File: config.mk
export PLATFORM = sky130hd
export DESIGN_NAME = fft_readout_ctrl
export DESIGN_NICKNAME = d
export VERILOG_FILES = /design/src/rtl/fft_pkg.sv /design/src/rtl/addr_bitrev.sv /design/src/rtl/fft_readout_ctrl.sv
export SDC_FILE = /design/constraint.sdc
export NUM_CORES = 1
export LEC_CHECK = 0
export CORE_MARGIN = 5
export CORE_UTILIZATION = 39
export CTS_CLUSTER_DIAMETER = 50
export DETAILED_ROUTE_END_ITERATION = 10
export GPL_ROUTABILITY_DRIVEN = 0
export PLACE_DENSITY = 0.81
export SLEW_MARGIN = 25
export SYNTH_ARGS = -nofsm -noshare
export SYNTH_HDL_FRONTEND = slang
export SYNTH_SLANG_ARGS = --single-unit
File: constraint.sdc
create_clock -name clk -period 1.5 [get_ports clk]
set_clock_uncertainty 0.05 [all_clocks]
set_input_delay 0.3 -clock clk [delete_from_list [all_inputs] [get_ports clk]]
set_output_delay 0.3 -clock clk [all_outputs]
set_load 0.01 [all_outputs]
File: src/rtl/fft_pkg.sv
`default_nettype none
// ============================================================================
// Module      : fft_pkg
// Description : Shared defaults and FSM state encoding for the FFT readout
//               controller (fft_readout_ctrl) and its address helpers.
// Contents    : FFT_ADDR_WIDTH, FFT_DATA_WIDTH, FFT_DEPTH default values;
//               state_t encoding (IDLE, ISSUE, CAPTURE, HOLD).
// Revision    : 1.0 - initial release
// ============================================================================
package fft_pkg;

    localparam int FFT_ADDR_WIDTH = 4;
    localparam int FFT_DATA_WIDTH = 16;
    localparam int FFT_DEPTH      = 16;

    typedef enum logic [1:0] {
        ST_IDLE    = 2'd0,
        ST_ISSUE   = 2'd1,
        ST_CAPTURE = 2'd2,
        ST_HOLD    = 2'd3
    } state_t;

endpackage : fft_pkg
`default_nettype wire

File: src/rtl/addr_bitrev.sv
`default_nettype none
// ============================================================================
// Module      : addr_bitrev
// Description : Purely combinational bit reversal of an address word.
//               Used to read an FFT result RAM written in bit-reversed order.
// Ports       : addr_in  [WIDTH-1:0] - natural-order address
//               addr_out [WIDTH-1:0] - addr_in with its bit order reversed
// Revision    : 1.0 - initial release
// ============================================================================
module addr_bitrev #(
    parameter int WIDTH = 4
) (
    input  logic [WIDTH-1:0] addr_in,
    output logic [WIDTH-1:0] addr_out
);

    for (genvar i = 0; i < WIDTH; i++) begin : g_rev
        assign addr_out[i] = addr_in[WIDTH-1-i];
    end

endmodule : addr_bitrev
`default_nettype wire

File: src/rtl/fft_readout_ctrl.sv
`default_nettype none
// ============================================================================
// Module      : fft_readout_ctrl
// Description : Reads one FFT frame of DEPTH samples out of a result RAM
//               (optionally in bit-reversed address order) and presents the
//               samples in natural index order on a valid/ready stream.
//               One sample is fetched per ISSUE -> CAPTURE -> HOLD round,
//               giving at best one sample every 3 cycles.
// Ports       : clk, rst_n            - clock, asynchronous active-low reset
//               start, abort          - frame request / cancel
//               ram_addr, ram_re      - RAM read port (data returns 1 cycle later)
//               ram_data              - RAM read data {re, im}
//               out_data, out_index   - sample and its natural-order index
//               out_valid, out_ready  - stream handshake
//               out_last              - marks index DEPTH-1
//               busy, done            - frame active / 1-cycle completion pulse
// Revision    : 1.0 - initial release
// ============================================================================
module fft_readout_ctrl
    import fft_pkg::*;
#(
    parameter int ADDR_WIDTH = FFT_ADDR_WIDTH,
    parameter int DATA_WIDTH = FFT_DATA_WIDTH,
    parameter int DEPTH      = FFT_DEPTH,
    parameter int BIT_REV    = 1
) (
    input  logic                    clk,
    input  logic                    rst_n,
    input  logic                    start,
    input  logic                    abort,
    output logic [ADDR_WIDTH-1:0]   ram_addr,
    output logic                    ram_re,
    input  logic [2*DATA_WIDTH-1:0] ram_data,
    output logic [2*DATA_WIDTH-1:0] out_data,
    output logic [ADDR_WIDTH-1:0]   out_index,
    output logic                    out_valid,
    input  logic                    out_ready,
    output logic                    out_last,
    output logic                    busy,
    output logic                    done
);

    localparam logic [ADDR_WIDTH-1:0] LAST_IDX = ADDR_WIDTH'(DEPTH - 1);

    state_t                  state;
    state_t                  state_nxt;
    logic [ADDR_WIDTH-1:0]   idx;
    logic [ADDR_WIDTH-1:0]   mapped_addr;
    logic                    xfer;
    logic                    at_last;

    assign xfer    = out_valid && out_ready;
    assign at_last = (idx == LAST_IDX);

    // Address mapping: bit-reversed or natural order, fixed at elaboration.
    if (BIT_REV != 0) begin : g_bitrev
        addr_bitrev #(
            .WIDTH    (ADDR_WIDTH)
        ) u_addr_bitrev (
            .addr_in  (idx),
            .addr_out (mapped_addr)
        );
    end else begin : g_natural
        assign mapped_addr = idx;
    end

    // State register
    always_ff @(posedge clk or negedge rst_n) begin
        if (!rst_n) begin
            state <= ST_IDLE;
        end else begin
            state <= state_nxt;
        end
    end

    // Next state and RAM-side outputs. The RAM port is only ever driven in
    // ISSUE, so ram_addr is forced to zero everywhere else.
    always_comb begin
        state_nxt = state;
        ram_re    = 1'b0;
        ram_addr  = '0;
        busy      = (state != ST_IDLE);
        case (state)
            ST_IDLE: begin
                if (start) state_nxt = ST_ISSUE;
            end
            ST_ISSUE: begin
                ram_re    = 1'b1;
                ram_addr  = mapped_addr;
                state_nxt = ST_CAPTURE;
            end
            ST_CAPTURE: begin
                state_nxt = ST_HOLD;
            end
            ST_HOLD: begin
                if (xfer) state_nxt = at_last ? ST_IDLE : ST_ISSUE;
            end
            default: state_nxt = ST_IDLE;
        endcase
        // Abort wins over start and over a pending transfer.
        if (abort) state_nxt = ST_IDLE;
    end

    // Datapath: sample index, output register and completion pulse.
    always_ff @(posedge clk or negedge rst_n) begin
        if (!rst_n) begin
            idx       <= '0;
            out_data  <= '0;
            out_index <= '0;
            out_valid <= 1'b0;
            done      <= 1'b0;
        end else begin
            done <= 1'b0;
            if (abort) begin
                out_valid <= 1'b0;
            end else begin
                case (state)
                    ST_IDLE: begin
                        if (start) idx <= '0;
                    end
                    ST_CAPTURE: begin
                        out_data  <= ram_data;
                        out_index <= idx;
                        out_valid <= 1'b1;
                    end
                    ST_HOLD: begin
                        if (xfer) begin
                            out_valid <= 1'b0;
                            // idx stops at the last sample instead of wrapping.
                            if (at_last) done <= 1'b1;
                            else         idx  <= idx + 1'b1;
                        end
                    end
                    default: ;
                endcase
            end
        end
    end

    assign out_last = out_valid && (out_index == LAST_IDX);

endmodule : fft_readout_ctrl
`default_nettype wire

## After elaboration in Yosys (flattened, before gate mapping)

Index checks and enable logic that the tools add are counted.

- Word-level logic and storage cells: 46
- Register bits: 44
- Input port bits: 37
- Output and inout port bits: 45

- Add/subtract/negate cells: 1
- Reduce and logical (&&, ||, !) cells: 10
- Muxes and demuxes: 18
- Eq/ne operators: 10
- Bitwise logic cells: 1

Operator list:

| kind | count |
|---|---|
| $mux W4 | 4 |
| $eq A4 B4 Y1 const B | 2 |
| $mux W1 | 8 |
| $pmux W2 S4 | 1 |
| $pmux W4 S2 | 1 |
| $mux W2 | 3 |
| $ne A2 B2 Y1 const B | 3 |
| $ne A3 B3 Y1 const B | 2 |
| $reduce_and A2 Y1 | 3 |
| $reduce_and A5 Y1 | 1 |
| $add A4 B1 Y4 const B | 1 |
| $eq A2 B2 Y1 const B | 2 |
| $reduce_bool A2 Y1 | 2 |
| $reduce_bool A3 Y1 | 1 |
| $eq A2 B1 Y1 const B | 1 |
| $logic_and A1 B1 Y1 | 2 |
| $logic_not A2 Y1 | 1 |
| $pmux W1 S2 | 1 |
| $not A1 Y1 | 1 |

## Longest topological paths before layout

- Depth in word-level cells: 5
- Mapped depth: 6
- Gate-level depth less buffers: 6

## By module

From an unflattened synthesis, not the netlist that was laid out.

- Cell total of the unflattened synthesis: 140
- Area total of the unflattened synthesis: 2053.2 um^2

By module, submodules not included:

| module | times used | cells each | sequential area each (um^2) | area each (um^2) |
|---|---|---|---|---|
| fft_readout_ctrl | 1 | 136 | 1101.1 | 2023.2 |
| addr_bitrev | 1 | 4 | 0.0 | 30.0 |

## Least setup slack after synthesis

No wires, ideal clock.

- Path kind: reg-to-reg
- Start: register state[0]
- End: register idx[0]
- Path buffers: 1
- Stages on the path, launching flop included: 7
- Setup time: 0.125 ns
- Clock period less this slack: 1.619 ns
- Path slack: -0.119 ns
- Arrival time: 1.444 ns
- Required time: 1.325 ns
- Cell sequence: dfrtp_1 > ha_1 > buf_6 > a21boi_4 > nor3_4 > o211ai_1 > mux2_2

- Cells in the longest elaborated chain, start to end: 3
- Elaborated cells on any way between the ends: 8
- Those cells by class: eq/ne: 4; mux: 1; reduce/logical: 3

Ends and longest elaborated chain:

| what | line | source |
|---|---|---|
| from (decl) | fft_readout_ctrl.sv:45 | `state_t state;` |
| from (signal assigned) | fft_readout_ctrl.sv:72 | `state <= state_nxt;` |
| $eq A2 B2 Y1 / $logic_not A2 Y1 (equally long branches) | fft_readout_ctrl.sv:117 | `case (state)` |
| $ne A2 B2 Y1 (no line) / $reduce_bool A2 Y1 (equally long branches) | n/a |  |
| $reduce_and A5 Y1 (no line) | n/a |  |
| to (signal assigned) | fft_readout_ctrl.sv:131 | `else idx <= idx + 1'b1;` |
| to (decl) | fft_readout_ctrl.sv:47 | `logic [ADDR_WIDTH-1:0] idx;` |

Several ways; a longest one is shown, not always the timed one.
A chain may end at the register's enable or synchronous reset.

## Worst setup path in the final report

- Start: register state[0]
- End: register state[1]

- Cells in the longest elaborated chain, start to end: 3
- Elaborated cells on any way between the ends: 9
- Those cells by class: eq/ne: 5; mux: 2; reduce/logical: 2

Ends and longest elaborated chain:

| what | line | source |
|---|---|---|
| $eq A2 B2 Y1, or another cell as far along | fft_readout_ctrl.sv:83 | `case (state)` |
| $pmux W2 S4 / $ne A3 B3 Y1 (equally long branches) | n/a |  |
| $mux W2 / $reduce_and A2 Y1 (equally long branches) | n/a |  |

Several ways; a longest one is shown, not always the timed one.

==> qor.csv <==
metric,value,unit
syn_area_per_cell,14.9,um^2
relSlewSlack,84.1,%
core,5110,um^2
worst_path_largest_cell_delay,0.43,ns
synth_compound_area_share,5.52,%
cts_buffer_depth,2,
cp_slowest_cell,dfrtp_1,
diodes,0,
drt_iter0_markers,31,
violations,setup timing,
cp.required,1.66,ns
yosysSeqAreaShare,54.0,%
grt_max_degree,42,
fin_crit_sh,114,%
syn-cell-area,2040,um^2
first_pass_iters,4,
antenna_found_initial,0,
post-dp-hpwl,3610,um
cts_tree,done,
place.port_buffers,81,
wl_met2,2590,um
via_count,1551,
die_h,82.3,um
finalHoldViolations,0,
htreeDepth,2,
gr-total-overflow,0,
syn-num-nets,179,
m1WireLength,2180,um
peakVddDrop,0.000979,V
die_area,6780,um^2
outcome,finished with violations,
cts_made_buffers,5,
worst_slack,-0.205,ns
dp.cells,300,
drt.antenna.violating_nets,0,
grt_pass1_vias,1563,
clock_latency,0.28,ns
syn_to_final_growth,69.0,%
maxCapViolations,0,
ff2ff_path_depth,9,
fin_total_pwr,5.63,mW
rrSetupSlack,-0.20,ns
fp-row-count,26,
met3_length,395,um
cellPowerDensity,1630,nW/um^2
period_needed,1.70,ns
synthMuxAreaShare,25.9,%
nNetsFinal,293,
wl,5200,um
crit_buf_inv,4,
synth_fa_ha_area_share,3.07,%
wl_per_cell,16.2,um
hold_class,primary input to async pin,
start_util,40.0,%
clkTransAtPathRegs,0.08,ns
vias_per_cell,4.83,
layout.cells.non_filler,321,
layout.cells.most_common,dfrtp_1,
synth_top_family_by_area,multiplexers,
crit_family,buffers and inverters,
pin_count,82,
layout_common_cells,"dfrtp_1 (44), mux2_4 (37), dlygate4sd2_1 (37)",
rsz0062_at_grt,true,
fmax,0.587,GHz
crit_chain,buf_6 -> ha_4 -> a21boi_4 -> buf_4 -> buf_6 -> buf_4 -> nor2_2 -> nand2_1 -> a21oi_2,
grt_pass1_wl,7650,um
crit_type,flop to flop,
chipWidth,82.3,um
p_leak,1.60,nW
syn_inst,137,
yosys-top-cells-area,"dfrtp_1 (54%), mux2_4 (22%), mux2_2 (3.9%)",
post-synth-top-area-cell,dfrtp_1,
worst_slew_pin_slew,0.239,ns
clkSinkCount,44,
r2r_end,state[1],
finalMaxSlewViolations,0,
cp-end-kind,flop,
reg2reg_from,state[0],
yosysUniqueCellTypes,31,
path_max_fanout,3,
ys_warn_count,0,
arrival,1.87,ns
route.top_layer_used,met4,
ys_seq_elements,44,
synth_simple_gate_area_share,7.60,%
setup_violations,47,
synth_xor_area_share,0,%
drive_above_1_share,41.8,%
yosysTopAreaCellShare,54.0,%
track_usage,15.0,%
clockRootBuffer,clkbuf_8,
drc,0,
start_kind,flop,
## stage by stage
| step | instance area [um^2] | utilization [%] | worst slack, ns | hold slack [ns] | TNS [ns] |
|---|---|---|---|---|---|
| floorplan | 2050 | - | -0.107 | -0.0456 | -1.63 |
| global placement | 3050 | 59.8 | -0.228 | 0.0656 | -8.14 |
| detailed placement | 3050 | 59.8 | -0.272 | 0.0683 | -9.35 |
| CTS | 3220 | 63.1 | -0.137 | 0.320 | -4.11 |
| global route | 3450 | 67.5 | -0.269 | 0.322 | -7.88 |
| finish | 3450 | 67.5 | -0.205 | 0.324 | -5.37 |
## area by class of cell
cell class	instances	area [um^2]
clock inverter	1	5.00
timing repair buffer	113	1160
inverter	5	18.8
fill	403	1660
tap	70	87.6
clock buffer	6	72.6
sequential	44	1100
multi-input combinational	82	1000
## cell usage after synthesis (all sizes together)
| master | count |
|---|---|
| nand4 | 1 |
| a41oi | 1 |
| nand2b | 1 |
| and3 | 1 |
| and4b | 1 |
| a221oi | 1 |
| nor3 | 4 |
| a211oi | 1 |
| a21oi | 4 |
| nand3 | 3 |
| and4 | 1 |
| nand3b | 1 |
| a211o | 1 |
| and2b | 1 |
| o211ai | 1 |
| ha | 5 |
| a22o | 1 |
| mux2 | 37 |
| buf | 5 |
| nor2b | 1 |
| o21ai | 3 |
| inv | 5 |
| dfrtp | 44 |
| and2 | 4 |
| clkbuf | 1 |
| nand2 | 4 |
| a21boi | 1 |
| a2111oi | 1 |
| nor2 | 2 |
## where the power goes
| part | internal (mW) | total, mW | switching [mW] |
|---|---|---|---|
| sequential | 1.68 | 1.96 | 0.282 |
| combinational | 1.85 | 2.99 | 1.13 |
| clock | 0.317 | 0.687 | 0.370 |
| total | 3.85 | 5.63 | 1.78 |
## logic make-up after synthesis
group	after synthesis
AOI/OAI and AO/OA	15
adders and majority gates	5
buffers and inverters	11
DFF	44
muxes	37
and+or+nand+nor	25
## worst max-delay path by stage
stage	startpoint	to	slack, ns	cells after the start
floorplan	state[0]	idx[0]	-0.11	6
global placement	abort	idx[0]	-0.23	5
detailed placement	abort	idx[0]	-0.27	5
CTS	state[0]	idx[0]	-0.14	7
global route	state[0]	state[1]	-0.27	9
finish	state[0]	state[1]	-0.20	9
## metal layers
metal / GRT usage (%) / vias up
li1: - / 712
met1: 18.8 / 780
met2: 24.8 / 53
met3: 4.99 / 6
met4: 3.99 / 0
met5: 0 / -
## sequential cells by signal, summed over array words and instances, names as in the netlist
signal     count
done           1
idx            4
out_data      32
out_index      4
out_valid      1
state          2
## what timing repair did
item                                   CTS  global route
setup buffers                            6             2
hold buffers                             1             0
pin swaps                                9             5
cloned                                   0             5
gates resized for setup                 89            24
setup endpoints to repair               86            49
endpoints found under the hold margin   44             0
No activity file was read; power rests on OpenSTA's default activity.
